## src/rtl/rtc_bcd_time_editor.sv

```systemverilog
// rtc_bcd_time_editor
//   BCD time-set editor sitting between the key debouncers and the RTC writer.
//   Captures N_FIELDS packed BCD fields into a shadow register, edits the
//   selected field with wrapping up/down steps, and commits with a one-cycle
//   write strobe. While editing it requests a clock halt (edit_active_o) and
//   blinks the selected field's two digits via blank_mask_o.
//
//   Optional feature macro: RTC_EDIT_TIMEOUT_EN
//     When defined, an idle counter aborts the edit (no write) after
//     TIMEOUT_CYC key-less cycles in EDIT. When undefined, EDIT persists
//     until key_mode_i and TIMEOUT_CYC is unused.
//
// Ports
//   clk_i          system clock
//   rst_n_i        asynchronous active-low reset
//   key_mode_i     1-cycle pulse: enter edit / commit
//   key_sel_i      1-cycle pulse: select next lower field (wraps 0 -> N_FIELDS-1)
//   key_inc_i      1-cycle pulse: increment selected field
//   key_dec_i      1-cycle pulse: decrement selected field
//   rd_time_i      live BCD fields from the RTC reader
//   wr_time_o      shadow fields, valid while edit_active_o or wr_valid_o
//   wr_valid_o     1-cycle commit strobe
//   edit_active_o  high in EDIT and COMMIT
//   sel_field_o    index of the selected field
//   blank_mask_o   1 = blank digit, bits [2i+1:2i] belong to field i
module rtc_bcd_time_editor #(
  parameter int                     N_FIELDS    = 3,
  parameter logic [N_FIELDS*8-1:0]  FIELD_MAX   = 24'h235959,
  parameter logic [N_FIELDS*8-1:0]  FIELD_MIN   = 24'h000000,
  parameter int                     BLINK_DIV   = 12_499_999,
  parameter int                     TIMEOUT_CYC = 500_000_000,
  localparam int                    SEL_W       = (N_FIELDS > 1) ? $clog2(N_FIELDS) : 1
) (
  input  logic                    clk_i,
  input  logic                    rst_n_i,
  input  logic                    key_mode_i,
  input  logic                    key_sel_i,
  input  logic                    key_inc_i,
  input  logic                    key_dec_i,
  input  logic [N_FIELDS*8-1:0]   rd_time_i,
  output logic [N_FIELDS*8-1:0]   wr_time_o,
  output logic                    wr_valid_o,
  output logic                    edit_active_o,
  output logic [SEL_W-1:0]        sel_field_o,
  output logic [2*N_FIELDS-1:0]   blank_mask_o
);

  localparam int               BLINK_W   = (BLINK_DIV < 1) ? 1 : $clog2(BLINK_DIV + 1);
  localparam logic [BLINK_W-1:0] BLINK_TOP = BLINK_W'(BLINK_DIV);
  localparam logic [SEL_W-1:0]   SEL_TOP   = SEL_W'(N_FIELDS - 1);

  typedef enum logic [1:0] {S_IDLE, S_EDIT, S_COMMIT} state_e;

  state_e                  state_q, state_d;
  logic [N_FIELDS*8-1:0]   shadow_q, shadow_d;
  logic [SEL_W-1:0]        sel_q, sel_d;
  logic [BLINK_W-1:0]      blink_cnt_q, blink_cnt_d;
  logic                    phase_q, phase_d;
  logic                    timeout_hit;

  // Priority decode: only the winning key acts.
  logic act_sel, act_inc, act_dec, any_key;
  assign act_sel = !key_mode_i && key_sel_i;
  assign act_inc = !key_mode_i && !key_sel_i && key_inc_i;
  assign act_dec = !key_mode_i && !key_sel_i && !key_inc_i && key_dec_i;
  assign any_key = key_mode_i | key_sel_i | key_inc_i | key_dec_i;

  // One wrapping BCD step. Values with a non-decimal nibble or above the
  // field maximum snap to MIN (up) or MAX (down).
  function automatic logic [7:0] bcd_step(input logic [7:0] v, input logic [7:0] mx,
                                           input logic [7:0] mn, input logic up);
    logic illegal;
    illegal = (v[7:4] > 4'd9) || (v[3:0] > 4'd9) || (v > mx);
    if (up) begin
      if (illegal || v >= mx)   bcd_step = mn;
      else if (v[3:0] == 4'd9)  bcd_step = {v[7:4] + 4'd1, 4'd0};
      else                      bcd_step = {v[7:4], v[3:0] + 4'd1};
    end else begin
      if (illegal || v <= mn)   bcd_step = mx;
      else if (v[3:0] == 4'd0)  bcd_step = {v[7:4] - 4'd1, 4'd9};
      else                      bcd_step = {v[7:4], v[3:0] - 4'd1};
    end
  endfunction

`ifdef RTC_EDIT_TIMEOUT_EN
  localparam int              TO_W   = (TIMEOUT_CYC < 2) ? 1 : $clog2(TIMEOUT_CYC);
  localparam logic [TO_W-1:0] TO_TOP = TO_W'(TIMEOUT_CYC - 1);

  logic [TO_W-1:0] idle_q, idle_d;

  assign timeout_hit = (state_q == S_EDIT) && !any_key && (idle_q == TO_TOP);

  // Counts key-less EDIT cycles; zero on entry to EDIT and on any key.
  always_comb begin
    idle_d = '0;
    if (state_q == S_EDIT && !any_key && !timeout_hit) idle_d = idle_q + TO_W'(1);
  end

  always_ff @(posedge clk_i or negedge rst_n_i) begin
    if (!rst_n_i) idle_q <= '0;
    else          idle_q <= idle_d;
  end
`else
  assign timeout_hit = 1'b0;
`endif

  // State register
  always_ff @(posedge clk_i or negedge rst_n_i) begin
    if (!rst_n_i) state_q <= S_IDLE;
    else          state_q <= state_d;
  end

  // Next-state logic
  always_comb begin
    state_d = state_q;
    unique case (state_q)
      S_IDLE:   if (key_mode_i) state_d = S_EDIT;
      S_EDIT: begin
        if (key_mode_i)       state_d = S_COMMIT;
        else if (timeout_hit) state_d = S_IDLE;
      end
      S_COMMIT: state_d = S_IDLE;
      default:  state_d = S_IDLE;
    endcase
  end

  // Output logic
  always_comb begin
    edit_active_o = (state_q != S_IDLE);
    wr_valid_o    = (state_q == S_COMMIT);
    wr_time_o     = shadow_q;
    sel_field_o   = sel_q;
    blank_mask_o  = '0;
    for (int i = 0; i < N_FIELDS; i++)
      blank_mask_o[2*i +: 2] = (state_q == S_EDIT && phase_q && sel_q == SEL_W'(i)) ? 2'b11 : 2'b00;
  end

  // Shadow, selection and blink datapath
  always_comb begin
    shadow_d    = shadow_q;
    sel_d       = sel_q;
    blink_cnt_d = blink_cnt_q;
    phase_d     = phase_q;
    unique case (state_q)
      S_IDLE: begin
        if (key_mode_i) begin
          shadow_d    = rd_time_i;
          sel_d       = SEL_TOP;
          blink_cnt_d = '0;
          phase_d     = 1'b0;
        end
      end
      S_EDIT: begin
        if (timeout_hit) begin
          shadow_d = '0;
        end else if (key_mode_i) begin
          // commit: shadow held for the strobe cycle
        end else if (act_sel) begin
          sel_d       = (sel_q == '0) ? SEL_TOP : sel_q - SEL_W'(1);
          blink_cnt_d = '0;
          phase_d     = 1'b0;
        end else if (act_inc || act_dec) begin
          for (int i = 0; i < N_FIELDS; i++)
            if (sel_q == SEL_W'(i))
              shadow_d[i*8 +: 8] = bcd_step(shadow_q[i*8 +: 8], FIELD_MAX[i*8 +: 8],
                                            FIELD_MIN[i*8 +: 8], act_inc);
          blink_cnt_d = '0;
          phase_d     = 1'b0;
        end else if (blink_cnt_q == BLINK_TOP) begin
          blink_cnt_d = '0;
          phase_d     = ~phase_q;
        end else begin
          blink_cnt_d = blink_cnt_q + BLINK_W'(1);
        end
      end
      default: ;
    endcase
  end

  always_ff @(posedge clk_i or negedge rst_n_i) begin
    if (!rst_n_i) begin
      shadow_q    <= '0;
      sel_q       <= SEL_TOP;
      blink_cnt_q <= '0;
      phase_q     <= 1'b0;
    end else begin
      shadow_q    <= shadow_d;
      sel_q       <= sel_d;
      blink_cnt_q <= blink_cnt_d;
      phase_q     <= phase_d;
    end
  end

endmodule
```

## config.mk

```make
export PLATFORM = sky130hd
export DESIGN_NAME = rtc_bcd_time_editor
export DESIGN_NICKNAME = d
export VERILOG_FILES = /design/src/rtl/rtc_bcd_time_editor.sv
export SDC_FILE = /design/constraint.sdc
export NUM_CORES = 1
export LEC_CHECK = 0
export CORE_AREA = 5 5 97 99
export CTS_BUF_LIST = sky130_fd_sc_hd__clkbuf_16
export DETAILED_ROUTE_END_ITERATION = 10
export DIE_AREA = 0 0 102 104
export PLACE_DENSITY = 0.72
export SYNTH_ARGS = -nofsm -noshare
export SYNTH_HDL_FRONTEND = slang
export SYNTH_SLANG_ARGS = --single-unit
```

## constraint.sdc

```tcl
create_clock -name clk_i -period 2.1 [get_ports clk_i]
set_clock_uncertainty 0.05 [all_clocks]
set_input_delay 0.42 -clock clk_i [delete_from_list [all_inputs] [get_ports clk_i]]
set_output_delay 0.42 -clock clk_i [all_outputs]
set_load 0.03 [all_outputs]
```

==> flow_results.org <==
** Global routing
- Wire length of the first global-routing pass :: 20,300 um
- Entering global routing, the biggest net connects 35 pins.
- The number of global-route vias before repair was 4,293.
- Global Route Usage Sum :: 23.1%
- The number of antenna violations at the first check in global routing came to 0.
- After global routing the overflow that remains totals 0.

** STA
- Final sum of negative setup slack :: -0.353 ns
- Measured against its own limit, the worst slew margin works out to 45.1%.
- Smallest setup slack after layout :: -0.0897 ns
- Timing would allow up to 457 MHz.
- Setup repair after global routing could not meet its margin everywhere.
- Number of hold violations in the final report :: 0
- Final Max Tran Viols :: 0
- Counting I/O delays and the setup requirement, the final critical path takes 2.19 ns.
- For the pin with the worst max-slew slack, the measured transition is 0.824 ns.
- Final setup fails :: 5
- In the finished design, the share of the clock period the worst path needs comes to 104%.
- Hold is met by 0.171 ns.

** CTS
- The number of clock buffers added by TritonCTS is 5.
- Clock tree root buffer cell :: clkbuf_16
- Hold-fix buffer count after cts :: 0
- CTS sink cnt :: 53
- Clock transition at the register clock pins on the worst setup and hold paths after CTS :: 0.07 ns
- TritonCTS built the clock tree.
- The H-tree was split into 2 levels.
- Clock insertion delay at the later pin of the skew report :: 0.29 ns
- The clock passes through at most 2 buffers.

** Route
- Dividing the detail-routed wire length by the instance count gives 17.0 um.
- ANT nets after route :: 0
- The final route contains 4,337 vias.
- The first TritonRoute pass finished after 5 iterations.
- In the routed layout, each cell is associated on average with a via count of 5.93.
- For this block, the initial DRC count from the detailed router was 270.
- DRC :: 0
- After detailed routing, the total wire length is 12,400 um.

** Critical path
- The worst setup path is launched from a flop.
- STA classifies the critical path endpoint as a flop.
- For the worst setup path, the data arrival time is 2.32 ns.
- Critical path class :: flop to flop
- Required arrival time at the worst endpoint :: 2.23 ns
- Setup slack on the worst reg-to-reg path comes out at -0.09 ns.
- CP max FO :: 4

** Floorplanning
- For this design the top-level I/O count stands at 64.
- Die Span X :: 102 um
- Num rows :: 34
- Starting density of the core :: 48.1%
- Floorplan Core Area :: 8470 um^2
- The die covers 10,600 um^2.
- In this run the vertical extent of the chip is 104 um.

** Logic synthesis
- Summing every instance area after synthesis gives 4070 um^2.
- The synthesized design contains 53 register bits.
- Cell count after synthesis :: 492
- Seq/Total Area, Yosys :: 32.6%
- For this run, the leading register cell type out of synthesis is dfrtp_1.
- For this run, asynchronously set or reset flops after synthesis account for 100%.
- Mean instance size in the synthesized netlist :: 8.28 um^2
- Number of warnings printed during yosys synthesis :: 0
- Unique masters post-synth :: 71
- Counting flops with a built-in enable in the synthesized netlist gives 0.
- Synthesis produced a netlist with a net count of 539.

** Power and ir drop
- Switching Power :: 3740 uW
- The internal portion of the total power is 4340 uW.
- Registers are responsible for 20.6% of the overall power.
- Combinational cells account for 67.8% of the total power.
- Worst vdd rail ir drop :: 486 uV
- Per report_power, the clock group accounts for 11.6% of the total.
- Net switching is 46.3% of the power.
- LEAKAGE :: 0.00244 uW
- PwrDens :: 1420 nW/um^2

** Final layout
- The sequential cells in the finished layout cover a total of 1340 um^2.
- Fraction of layout instances using a drive strength above 1 :: 26.3%
- Total number of nets in the final design :: 669
- The area growth from synthesis to layout is 39.8%.
- After filler insertion, the fill cell instance count of the layout stands at 695.
- 0 antenna diodes ended up in the layout.
- Summing all multi-input logic gate instances after layout gives 2650 um^2.

** Placed design
- Placed wire-length estimate :: 9450 um
- Quantity of I/O buffers inserted on ports :: 63
- Weighted congestion at the end of routability-driven global placement :: 0.913

** Worst hold path
- The tightest min-delay check is of the input port to asynchronous set/reset pin type.

** Run
- Max-cap violations in this run came to 0.

** Status
- Violated checks :: setup timing
- The run finished, with violations left.
==> worst paths after layout <==
path	from	to	cells past startpoint
worst max register to register	wr_time_o[9]	wr_time_o[15]	6
min in group clk_i	blink_cnt_q[2]	blink_cnt_q[2]	1
worst max-delay path	wr_time_o[9]	wr_time_o[15]	6
worst min-delay path	rst_n_i	wr_time_o[19]	1
worst min register to register	blink_cnt_q[2]	blink_cnt_q[2]	1
max in group asynchronous	rst_n_i	state_q[1]	2
==> worst max-delay path, stage by stage (launching register included) <==
cell,delay [ns]
dfrtp_2,0.41
or4_4,0.55
o41a_1,0.38
o2111ai_2,0.11
o211ai_1,0.14
buf_4,0.18
mux2_2,0.26
==> area by class of cell <==
cell class | instances | share of cell area (%)
Clock buffer | 5 | 2.20
Clock inverter | 3 | 0.747
Inverter | 22 | 1.45
Multi-Input combinational cell | 383 | 46.5
Sequential cell | 53 | 23.5
Tap cell | 108 | 2.37
Timing Repair Buffer | 157 | 23.2
==> state kept, by name, indices dropped and copies added, names as in the netlist <==
signal / count
wr_time_o: 24
state_q: 2
sel_field_o: 2
phase_q: 1
blink_cnt_q: 24
==> power by group through the flow <==
stage                     Sequential, uW  Clock [uW]  Combinational [uW]
after global routing                1710        1010                5870
after global placement              1660           0                5050
after detailed placement            1670           0                5160
after floorplan                     2070           0                2740
after CTS                           1660         962                5270
final                               1660         940                5480
==> logic make-up (layout without fill, tap and decap cells) <==
group           after synthesis  after routing  synth area share [%]
simple gates                199            199                  25.6
compound gates              131            131                  22.4
flops                        53             53                  32.6
xor+xnor                     27             27                  5.81
buf+inv                      56            187                  5.99
fa+ha+maj                    17             17                  5.22
mux                           9              9                  2.33
==> stage by stage <==
stage | std cells | util (%) | setup slack (ns) | instance area (um^2) | total power [uW]
detailed placement | 718 | 63.1 | -0.407 | 5350 | 6840
global placement | 718 | 63.1 | -0.370 | 5350 | 6710
global route | 731 | 67.3 | -0.174 | 5700 | 8590
floorplan | 492 | - | -0.307 | 4140 | 4810
finish | 731 | 67.3 | -0.0897 | 5700 | 8080
CTS | 727 | 66.2 | -0.0417 | 5600 | 7880
==> routing by layer <==
metal	track usage, %	wire length [um]	vias up
met4	7.31	262	0
met1	29.6	5180	2083
met5	0	0	-
met3	2.55	681	23
li1	-	-	2074
met2	40.1	6330	157
==> synthesized netlist by cell type (all sizes together) (4+ instances only) <==
master,number,area share [%]
a21oi,22,2.7
a22o,5,1.1
a31oi,11,1.7
and2,6,0.92
and3,11,1.8
buf,11,1.8
clkbuf,23,2.1
dfrtp,52,32
ha,17,5.2
inv,22,2.0
mux2,4,1.1
mux2i,5,1.2
nand2,32,2.9
nand2b,5,0.77
nand3,26,3.2
nand3b,5,0.92
nand4,6,0.92
nor2,50,4.6
nor3,17,2.1
nor3b,4,0.74
nor4,15,2.3
o2111ai,4,1.0
o21a,4,0.74
o21ai,31,3.8
o22ai,4,0.61
o31a,4,0.89
o31ai,7,1.3
or2,4,0.61
xnor2,16,3.4
xor2,11,2.4
==> layout by cell type, fill, tap and decap left out, types with 5 or more instances in the layout <==
cell / count
inv_1: 22
dfrtp_2: 9
xor2_1: 11
xnor2_1: 16
nand3b_1: 5
and3_1: 7
and2_1: 6
nand2_1: 32
nor2_1: 44
nor2_2: 6
a31oi_1: 9
o21ai_1: 5
a22o_1: 5
buf_4: 98
ha_1: 16
clkdlybuf4s50_1: 49
nor3_1: 15
clkbuf_16: 5
nand3_1: 26
nand4_1: 6
nand2b_1: 5
dlygate4sd2_1: 5
nor4_1: 11
dfrtp_1: 43
mux2i_1: 5
o21ai_0: 26
o31ai_1: 7
a21oi_1: 20
==> timing repair <==
item / 4_1_cts / 5_1_grt
setup endpoints to repair: 40 / 19
pin swaps: 7 / 6
setup buffers: 1 / 4
gates resized for setup: 27 / 17
Note: power is estimated with default switching activity, not from simulation.
